$ cat config.mk
export PLATFORM = sky130hd
export DESIGN_NAME = collision_detect
export DESIGN_NICKNAME = d
export VERILOG_FILES = /design/src/rtl/collision_detect.sv
export SDC_FILE = /design/constraint.sdc
export NUM_CORES = 1
export LEC_CHECK = 0
export CAP_MARGIN = 30
export CORE_AREA = 5 5 74 62
export DETAILED_ROUTE_END_ITERATION = 10
export DIE_AREA = 0 0 79 67
export GPL_TIMING_DRIVEN = 0
export PLACE_DENSITY = 0.6
export REMOVE_ABC_BUFFERS = 1
export SLEW_MARGIN = 30
export SYNTH_ARGS = -nofsm -noshare
export SYNTH_HDL_FRONTEND = slang
export SYNTH_SLANG_ARGS = --single-unit
$ cat constraint.sdc
create_clock -name clk_d -period 1.65 [get_ports clk_d]
set_input_delay 0.33 -clock clk_d [delete_from_list [all_inputs] [get_ports clk_d]]
set_output_delay 0.33 -clock clk_d [all_outputs]
set_load 0.005 [all_outputs]
$ cat src/rtl/collision_detect.sv
// Collision detector for a snake game.
// It watches the scan position for head/prey/body/wall overlaps over one frame.
// At each frame end it decides between eating, game over or nothing.
// It keeps a saturating two-digit BCD score.
module collision_detect #(
    parameter int unsigned H_TOTAL  = 800,
    parameter int unsigned V_TOTAL  = 525,
    parameter int unsigned H_ACTIVE = 640,
    parameter int unsigned V_ACTIVE = 480,
    parameter int unsigned BORDER   = 10
) (
    input  logic       clk_d,
    input  logic       reset,
    input  logic       start,
    input  logic [9:0] xCount,
    input  logic [9:0] yCount,
    input  logic       prey,
    input  logic       head,
    input  logic       body,
    input  logic       updateclock,
    output logic       good_collision,
    output logic       game_over,
    output logic [3:0] score_tens,
    output logic [3:0] score_ones
);

    localparam logic [9:0] XLast   = 10'(H_TOTAL - 1);
    localparam logic [9:0] YLast   = 10'(V_TOTAL - 1);
    localparam logic [9:0] XActive = 10'(H_ACTIVE);
    localparam logic [9:0] YActive = 10'(V_ACTIVE);
    localparam logic [9:0] XLo     = 10'(BORDER);
    localparam logic [9:0] YLo     = 10'(BORDER);
    localparam logic [9:0] XHi     = 10'(H_ACTIVE - BORDER);
    localparam logic [9:0] YHi     = 10'(V_ACTIVE - BORDER);

    typedef enum logic [1:0] {StIdle, StPlay, StOver} state_e;

    state_e     state_q, state_d;
    logic       upd_meta_q, upd_sync_q, upd_prev_q;
    logic       armed_q;
    logic       hit_prey_q, hit_self_q, hit_wall_q;
    logic       good_q, over_q;
    logic [3:0] tens_q, ones_q;

    logic       frame_end, active, at_wall, tick_rise;
    logic       eat, over_d;

    // Positions past the totals never match the last pixel and never fall inside the active area.
    assign frame_end = (xCount == XLast) && (yCount == YLast);
    assign active    = (xCount < XActive) && (yCount < YActive);
    assign at_wall   = (xCount < XLo) || (xCount >= XHi) || (yCount < YLo) || (yCount >= YHi);
    assign tick_rise = upd_sync_q && !upd_prev_q;

    // Synchronize the slow game tick and remember the previous level for edge detection.
    always_ff @(posedge clk_d or posedge reset) begin
        if (reset) begin
            upd_meta_q <= 1'b0;
            upd_sync_q <= 1'b0;
            upd_prev_q <= 1'b0;
        end else begin
            upd_meta_q <= updateclock;
            upd_sync_q <= upd_meta_q;
            upd_prev_q <= upd_sync_q;
        end
    end

    // Armed by each tick and consumed by an eat; a tick arriving on the eat edge re-arms.
    always_ff @(posedge clk_d or posedge reset) begin
        if (reset) begin
            armed_q <= 1'b0;
        end else if (tick_rise) begin
            armed_q <= 1'b1;
        end else if (eat) begin
            armed_q <= 1'b0;
        end
    end

    // Sticky per-frame hit flags; clearing at frame end wins over any set.
    always_ff @(posedge clk_d or posedge reset) begin
        if (reset) begin
            hit_prey_q <= 1'b0;
            hit_self_q <= 1'b0;
            hit_wall_q <= 1'b0;
        end else if (frame_end) begin
            hit_prey_q <= 1'b0;
            hit_self_q <= 1'b0;
            hit_wall_q <= 1'b0;
        end else if (active) begin
            if (head && prey)    hit_prey_q <= 1'b1;
            if (head && body)    hit_self_q <= 1'b1;
            if (head && at_wall) hit_wall_q <= 1'b1;
        end
    end

    // FSM state register.
    always_ff @(posedge clk_d or posedge reset) begin
        if (reset) begin
            state_q <= StIdle;
        end else begin
            state_q <= state_d;
        end
    end

    // FSM next-state logic.
    always_comb begin
        state_d = state_q;
        unique case (state_q)
            StIdle: if (frame_end && start) state_d = StPlay;
            StPlay: begin
                if (!start) begin
                    state_d = StIdle;
                end else if (frame_end && (hit_wall_q || hit_self_q)) begin
                    state_d = StOver;
                end
            end
            StOver: if (!start) state_d = StIdle;
            default: state_d = StIdle;
        endcase
    end

    // FSM output decode; a bad hit in the same frame suppresses the eat.
    always_comb begin
        eat    = (state_q == StPlay) && start && frame_end && hit_prey_q && armed_q &&
                 !hit_wall_q && !hit_self_q;
        over_d = (state_d == StOver);
    end

    // Registered outputs: one-cycle eat pulse and game-over level.
    always_ff @(posedge clk_d or posedge reset) begin
        if (reset) begin
            good_q <= 1'b0;
            over_q <= 1'b0;
        end else begin
            good_q <= eat;
            over_q <= over_d;
        end
    end

    // BCD score, cleared while heading to or sitting in idle, saturating at 99.
    always_ff @(posedge clk_d or posedge reset) begin
        if (reset) begin
            tens_q <= 4'd0;
            ones_q <= 4'd0;
        end else if (state_d == StIdle) begin
            tens_q <= 4'd0;
            ones_q <= 4'd0;
        end else if (eat) begin
            if (ones_q != 4'd9) begin
                ones_q <= ones_q + 4'd1;
            end else if (tens_q != 4'd9) begin
                ones_q <= 4'd0;
                tens_q <= tens_q + 4'd1;
            end
        end
    end

    assign good_collision = good_q;
    assign game_over      = over_q;
    assign score_tens     = tens_q;
    assign score_ones     = ones_q;

endmodule
# Word level (Yosys, flattened, before mapping)
# Cells that the tools add are included.
totals:
  regBits: 19
  wordCells: 88
op_classes:
  n_lt_le_gt_ge: 6
  muxes: 24
  n_reduce_logical: 36
  n_addsub: 2
  eq_ne: 8
op_table:
  columns: ["cell", "n"]
  rows:
  - ["4-bit two-way mux", 8]
  - ["10-bit == test (second input constant)", 2]
  - ["10-bit by 4-bit less-than comparator with 1-bit output (second input constant)", 2]
  - ["1-bit logical AND", 14]
  - ["2-bit nonzero test", 7]
  - ["1-bit two-way mux", 11]
  - ["10-bit greater-or-equal comparator (second input constant)", 1]
  - ["10-bit by 9-bit greater-or-equal comparator with 1-bit output (second input constant)", 1]
  - ["10-bit less-than comparator (second input constant)", 1]
  - ["10-bit by 9-bit less-than comparator with 1-bit output (second input constant)", 1]
  - ["4-bit by 1-bit adder with 4-bit output (second input constant)", 2]
  - ["2-bit two-way mux", 4]
  - ["4-bit inequality test (second input constant)", 2]
  - ["2-bit AND reduction", 4]
  - ["2-bit one-hot mux with 3 select lines", 1]
  - ["2-bit == test (second input constant)", 2]
  - ["2-bit zero test", 2]
  - ["1-bit logical OR", 4]
  - ["1-bit zero test", 3]
  - ["3-bit AND reduction", 1]
  - ["3-bit nonzero test", 1]
  - ["2-bit by 1-bit == test with 1-bit output (second input constant)", 1]
  - ["2-bit inequality test (second input constant)", 1]

# Longest topological paths before layout
# Gate-level depths: netlist (run 1).
depth:
  word_depth: 9
  mapped_depth: 7
  ltp_nobuf: 7

# Worst setup path after synthesis (run 1)
# Ideal clock, no wire load.
synth_timing:
  path_type: "input -> register"
  startpoint: "input xCount[7]"
  endpoint: "register ones_q[3], in the netlist score_ones[3]"
  arrival_time_ns: 1.740
  t_required_ns: 1.567
  path_stages: 6
  setup_slack_ns: -0.173
  cell_sequence: "and4b_1 > nand2_1 > or4_1 > buf_2 > or3_1 > a31oi_1"
synth_between:
  elab_chain_len: 9
synth_lines:
  columns: ["item", "line_no", "source"]
  rows:
  - ["start, declared", "15", "input logic [9:0] xCount,"]
  - ["10-bit == test (*)", "49", "assign frame_end = (xCount == XLast) && (yCount == YLast);"]
  - ["1-bit logical AND (*)", "49", null]
  - ["1-bit logical AND (on tied branches)", "112, 123", null]
  - ["2-bit two-way mux or 1-bit logical AND (tied branches)", "112, 123", null]
  - ["2-bit two-way mux or 1-bit logical AND (tied branches)", "110, 123", null]
  - ["2-bit one-hot mux with 3 select lines or 1-bit logical AND (tied branches)", "107, 123", null]
  - ["2-bit zero test or 1-bit logical AND (tied branches)", "144, 124", null]
  - ["3-bit nonzero test (no source line) or 2-bit nonzero test (tied branches)", null, null]
  - ["2-bit AND reduction (no source line)", null, null]
  - ["end signal, assigned", "149", "ones_q <= ones_q + 4'd1;"]
  - ["end, declared", "43", "logic [3:0] tens_q, ones_q;"]
# Every way passes the cells marked *; elsewhere a longest branch is shown, timed or not.
# A chain may end at the register's enable or synchronous reset.

# Worst setup path in the final report (run 1)
layout_timing:
  startpoint: "input xCount[1]"
  endpoint: "register ones_q[3], in the netlist score_ones[3]"
# The elaborated chain is that of the path after synthesis.

==> impl_metrics.json, run 1 <==
{
  "status": "finished with violations",
  "violations": "setup timing",
  "fin_ws_ns": -0.0768,
  "core-area_mm2": 0.00373,
  "ys_ff_latch": 19,
  "drive_above_1_share": 0.256,
  "rr_startpoint": "state_q[1]$_DFF_PP0_",
  "synth_xor_area_frac": 0.0161,
  "cp_cell_sequence": "dlygate4sd2_1, and4_1, nand2_1, or4_4, or3_1, a31oi_1",
  "finalSetupTns_ns": -0.266,
  "p_leak_nw": 0.711,
  "cts_buffers": 3,
  "r2r_end": "score_ones[3]$_DFFE_PP0P_",
  "cts_tree": "done",
  "hold_viol_final": 0,
  "clkTransAtPathRegs_ns": 0.08,
  "grt_max_degree": 20,
  "avgViaCountPerCell": 5.21,
  "n_antenna_cell": 0,
  "synth_compound_area_frac": 0.161,
  "relSlewSlack": 0.509,
  "syn_to_final_growth_pct": 57.6,
  "crit_type": "input port to flip-flop",
  "drv_cap": 0,
  "finalSetupViolations": 5,
  "dpl_worst_slack_ns": -0.855,
  "holdBufCountCts": 0,
  "drt_first_pass_iters": 4,
  "synthAdderAreaFrac": 0.0460,
  "io_pins": 37,
  "gr-total-overflow": 0,
  "rr_worst_depth": 5,
  "syn_inst": 118,
  "synthSimpleGateAreaFrac": 0.293,
  "fillers": 356,
  "drtAntennaViolNets": 0,
  "ys.warnings.count": 0,
  "synth_mux_area_frac": 0.0184,
  "cts_max_level": 1,
  "ir_worst_vdd_uv": 312,
  "powerDensity_mw_per_mm2": 539,
  "wl_per_cell_um": 15.1,
  "grt_pass1_wl_mm": 5.05,
  "start_kind": "input port",
  "max_stage_delay_ns": 0.58,
  "tightestPinTransition_ns": 0.736,
  "min_period_over_period": 1.05,
  "finClkSkew_ns": 0.00912,
  "dpl.hpwl_mm": 2.35,
  "initial_core_util": 0.292,
  "cts_buffer_depth": 2,
  "required_ns": 1.83,
  "critPathMaxFanout": 7,
  "final_common_cell": "dfrtp_1",
  "die_x_um": 79,
  "cts.sinks": 19,
  "yosysSeqAreaShare": 0.437,
  "slew_violations": 0,
  "grt_pass1_vias": 1137,
  "synth_top_family_by_area": "simple AND/OR/NAND/NOR gates",
  "drt_wl_total_mm": 3.26,
  "antenna_found_initial": 0,
  "rows": 20,
  "clkLatencyLatePin_ns": 0.26,
  "vias": 1126,
  "die_h_um": 67,
  "grt_use_total": 0.119,
  "fin_nets": 204,
  "rrSetupSlack_ns": -0.06,
  "holdPathStages": 0,
  "critPathTopFamily": "simple AND/OR/NAND/NOR gates",
  "post-route-util": 0.460,
  "syn_area_per_cell_um2": 9.22,
  "ys_types": 35,
  "port_buffers": 36,
  "synthesis.area_mm2": 0.00109,
  "min_to": "upd_sync_q$_DFF_PP0_",
  "arrival_ns": 1.91,
  "rsz0062_at_grt": "yes",
  "hp-start": "upd_meta_q$_DFF_PP0_",
  "globalplace.congestion": 0.754,
  "min_path_type": "flip-flop to flip-flop",
  "drc": 0,
  "critPathCaptureType": "flip-flop",
  "clockRootBuffer": "clkbuf_8",
  "layout_min_cycle_time_ns": 1.73,
  "crit_buf_inv": 1,
  "dr.first_iter.drc_count": 90,
  "crit_path_top_delay_cell": "or4_4",
  "final_cell_mix": "18 x dfrtp_1, 15 x clkdlybuf4s50_1, 15 x buf_4, 9 x o21ai_0, 8 x clkdlybuf4s15_1",
  "maxClockFrequency_mhz": 579,
  "dieArea_mm2": 0.00529
}
-- synthesized netlist by cell type --
master,n,share of area
nand4_1,4,0.023
o31ai_1,1,0.0069
xnor2_1,2,0.016
nand2b_1,1,0.0058
a311o_1,1,0.0092
ha_1,4,0.046
and2b_1,1,0.0069
nor2b_1,1,0.0058
o2111ai_1,1,0.0080
nand2_1,8,0.028
a2bb2oi_1,1,0.0080
and4b_1,2,0.018
a31oi_1,1,0.0058
nor3b_2,1,0.011
dfrtp_1,19,0.44
nor4_1,3,0.017
or3_1,3,0.017
a21boi_0,3,0.021
nor3_1,1,0.0046
and3b_1,1,0.0080
nand3_1,8,0.037
and4_1,1,0.0080
a21o_1,1,0.0069
and4bb_1,1,0.011
nor2_1,9,0.031
o21ai_0,11,0.051
mux2i_1,2,0.018
inv_1,7,0.024
and3_1,4,0.023
nand3b_1,3,0.021
o32ai_1,1,0.0080
buf_2,1,0.0046
a21oi_1,8,0.037
nor3_2,1,0.0092
or4_1,1,0.0069
-- report_power, final --
| part | internal (mW) | switching, mW |
|---|---|---|
| logic | 0.0595 | 0.0511 |
| clock network | 0.172 | 0.153 |
| registers | 0.478 | 0.0114 |
| total | 0.709 | 0.215 |
-- routing by layer --
layer / GRT usage / part of all wire / routed length [µm]
met5: 0 / 0 / 0
met3: 0.0311 / 0.041 / 135
met1: 0.152 / 0.42 / 1380
met2: 0.211 / 0.53 / 1730
met4: 0.00858 / 0.0031 / 10
-- metrics by stage --
| step | cell area (µm²) | power [mW] | hold WS [ns] | cells |
|---|---|---|---|---|
| 2_1_floorplan | 1080 | 0.528 | 0.281 | 117 |
| 3_3_place_gp | 1500 | 0.609 | 0.338 | 197 |
| 3_5_place_dp | 1500 | 0.612 | 0.339 | 197 |
| 4_1_cts | 1670 | 0.926 | 0.354 | 212 |
| 5_1_grt | 1720 | 0.956 | 0.370 | 216 |
| 6_report | 1720 | 0.924 | 0.351 | 216 |
-- how the worst max path moves through the flow --
stage | start | endpoint | slack (ns) | cells past startpoint
6_report | xCount[1] | score_ones[3]$_DFFE_PP0P_ | -0.08 | 6
5_1_grt | state_q[1]$_DFF_PP0_ | score_ones[3]$_DFFE_PP0P_ | -0.13 | 5
4_1_cts | score_ones[1]$_DFFE_PP0P_ | score_tens[1]$_DFFE_PP0P_ | -0.06 | 7
3_5_place_dp | xCount[6] | score_ones[2]$_DFFE_PP0P_ | -0.85 | 6
3_3_place_gp | xCount[6] | score_tens[2]$_DFFE_PP0P_ | -0.81 | 6
2_1_floorplan | xCount[7] | score_ones[3]$_DFFE_PP0P_ | -0.16 | 5
-- area by class of cell --
cell class | instances | area (µm²) | share of cell area
Sequential cell | 19 | 477 | 0.278
Inverter | 7 | 26.3 | 0.0153
Multi-Input combinational cell | 91 | 676 | 0.394
Timing Repair Buffer | 51 | 437 | 0.255
Tap cell | 44 | 55.1 | 0.0321
Clock buffer | 4 | 45.0 | 0.0263
-- flip-flops by register name, summed over array words and instances, names as in the netlist --
signal,cells
game_over,1
good_collision,1
armed_q,1
state_q,2
hit_wall_q,1
upd_prev_q,1
hit_self_q,1
hit_prey_q,1
score_ones,4
upd_sync_q,1
upd_meta_q,1
score_tens,4
-- what timing repair did --
action	CTS	global route
pin swaps	16	5
buffers inserted	11	4
endpoints found under the setup margin	15	12
resized for setup	59	11
-- worst reg2reg max path, delay by kind of cell (launching register included) --
kind / cells / cell delay, ns
AOI/OAI and AO/OA: 1 / 0.16
DFF: 1 / 0.39
and+or+nand+nor: 4 / 1.09
-- kinds of logic after synthesis --
group           Yosys count
buf+inv                   8
xor+xnor                  2
fa+ha+maj                 4
compound gates           29
mux                       2
flops                    19
simple gates             54
(Power assumes the default switching activity.)
==> inputs of run 2 (changes only) <==
Settings changed: PLACE_DENSITY 0.6 to 0.58.
Clock period 1.65 ns to 1.9 ns, I/O delays scaled along.
==> impl_metrics.json, run 2 (synthesis gave the netlist of run 1 again) <==
{
  "status": "completed",
  "r2r_end": "score_ones[3]$_DFFE_PP0P_",
  "core-area_mm2": 0.00373,
  "holdWs_ns": 0.357,
  "drive_above_1_share": 0.143,
  "p_leak_nw": 0.665,
  "die_h_um": 67,
  "gr-total-overflow": 0,
  "drv_cap": 0,
  "n_antenna_cell": 0,
  "rr_startpoint": "state_q[1]$_DFF_PP0_",
  "rr_worst_depth": 5,
  "dr.first_iter.drc_count": 86,
  "critPathMaxFanout": 7,
  "dpl.hpwl_mm": 2.25,
  "die_x_um": 79,
  "layout_min_cycle_time_ns": 1.82,
  "cts_buffer_depth": 2,
  "wl_per_cell_um": 14.3,
  "crit_type": "input port to flip-flop",
  "relSlewSlack": 0.499,
  "final_cell_mix": "17 x dfrtp_1, 15 x clkdlybuf4s50_1, 12 x dlygate4sd2_1, 10 x o21ai_0, 8 x a21oi_1",
  "drc": 0,
  "final_common_cell": "dfrtp_1",
  "cts_max_level": 1,
  "avgViaCountPerCell": 5.17,
  "arrival_ns": 2.00,
  "powerDensity_mw_per_mm2": 494,
  "cts.sinks": 19,
  "antenna_found_initial": 0,
  "min_period_over_period": 0.957,
  "grt_max_degree": 20,
  "dieArea_mm2": 0.00529,
  "fin_nets": 193,
  "grt_pass1_vias": 1005,
  "drtAntennaViolNets": 0,
  "io_pins": 37,
  "clkLatencyLatePin_ns": 0.26,
  "vias": 1060,
  "maxClockFrequency_mhz": 550,
  "cts_buffers": 3,
  "grt_use_total": 0.113,
  "finClkSkew_ns": 0.00489,
  "globalplace.congestion": 0.814,
  "critPathCaptureType": "flip-flop",
  "hp-start": "upd_meta_q$_DFF_PP0_",
  "ir_worst_vdd_uv": 343,
  "fillers": 367,
  "clkTransAtPathRegs_ns": 0.07,
  "min_path_type": "flip-flop to flip-flop",
  "slew_violations": 0,
  "hold_viol_final": 0,
  "tightestPinTransition_ns": 0.750,
  "initial_core_util": 0.292,
  "holdPathStages": 0,
  "rrSetupSlack_ns": 0.08,
  "syn_to_final_growth_pct": 48.6,
  "port_buffers": 36,
  "finalSetupViolations": 0,
  "holdBufCountCts": 0,
  "fin_ws_ns": 0.0810,
  "required_ns": 2.08,
  "drt_wl_total_mm": 2.93,
  "dpl_worst_slack_ns": -0.669,
  "drt_first_pass_iters": 4,
  "min_to": "upd_sync_q$_DFF_PP0_",
  "rows": 20,
  "cts_tree": "done",
  "clockRootBuffer": "clkbuf_8",
  "start_kind": "input port",
  "grt_pass1_wl_mm": 4.66,
  "rsz0062_at_grt": "yes"
}
-- run 2: changes by cell type in the layout (fill, tap and decap cells not counted), sizes merged --
| cell | change |
|---|---|
| buf | -14 |
| dlygate4sd2 | +6 |
| clkbuf | -2 |
| clkdlybuf4s15 | -2 |
| dlymetal6s2s | +1 |
-- run 2: stage by stage --
step                std cells  area, µm²  total power, mW  setup TNS [ns]   util
global route              205       1620            0.833         -0.0168  0.434
finish                    205       1620            0.799               0  0.434
floorplan                 117       1080            0.458               0      -
global placement          197       1500            0.530           -6.53  0.402
CTS                       203       1560            0.803               0  0.419
detailed placement        197       1500            0.532           -6.79  0.402
-- run 2: layout make-up --
cell class	instances	area, µm²	share of cell area
clock buffers	4	45.0	0.0278
inverters	7	26.3	0.0162
repair buffers	40	373	0.230
multi-input cells	91	641	0.396
well taps	44	55.1	0.0340
flip-flops and latches	19	478	0.295
-- run 2: where the power goes --
group,switching [mW],internal [mW],leakage [nW],total [mW]
combinational,0.0421,0.0506,0.405,0.0927
clock,0.134,0.149,0.0228,0.283
sequential,0.00777,0.415,0.237,0.423
total,0.184,0.615,0.665,0.799
-- run 2: worst max path at each step --
stage	from	end	cells past startpoint
floorplan	xCount[7]	score_ones[3]$_DFFE_PP0P_	5
global placement	xCount[6]	score_tens[2]$_DFFE_PP0P_	6
detailed placement	xCount[9]	score_tens[0]$_DFFE_PP0P_	6
CTS	yCount[6]	score_ones[3]$_DFFE_PP0P_	6
global route	score_ones[1]$_DFFE_PP0P_	score_tens[1]$_DFFE_PP0P_	7
finish	yCount[5]	score_ones[3]$_DFFE_PP0P_	6
-- run 2: timing repair --
item,in CTS,in global routing
setup endpoints to repair,12,7
pin swaps,13,11
buffers inserted,2,2
resized for setup,27,20
-- run 2: critical path: stages --
cell             delay [ns]
clkdlybuf4s15_1        0.21
nor3_2                 0.22
nand2_2                0.09
or4_4                  0.58
or3_1                  0.36
a31oi_1                0.16
-- run 2: metal layers --
layer  routed length [µm]  vias to the layer above  global-route usage
met1                 1380                      522               0.148
met5                    0                        -                   0
met2                 1450                       12               0.181
li1                     -                      524                   -
met3                   75                        2              0.0338
met4                   28                        0              0.0279
==> inputs of run 3 (changes only) <==
Settings changed: CAP_MARGIN 30 to not set.
==> results of run 3 <==
Final layout, timing and power as in run 2 (identical DEF).
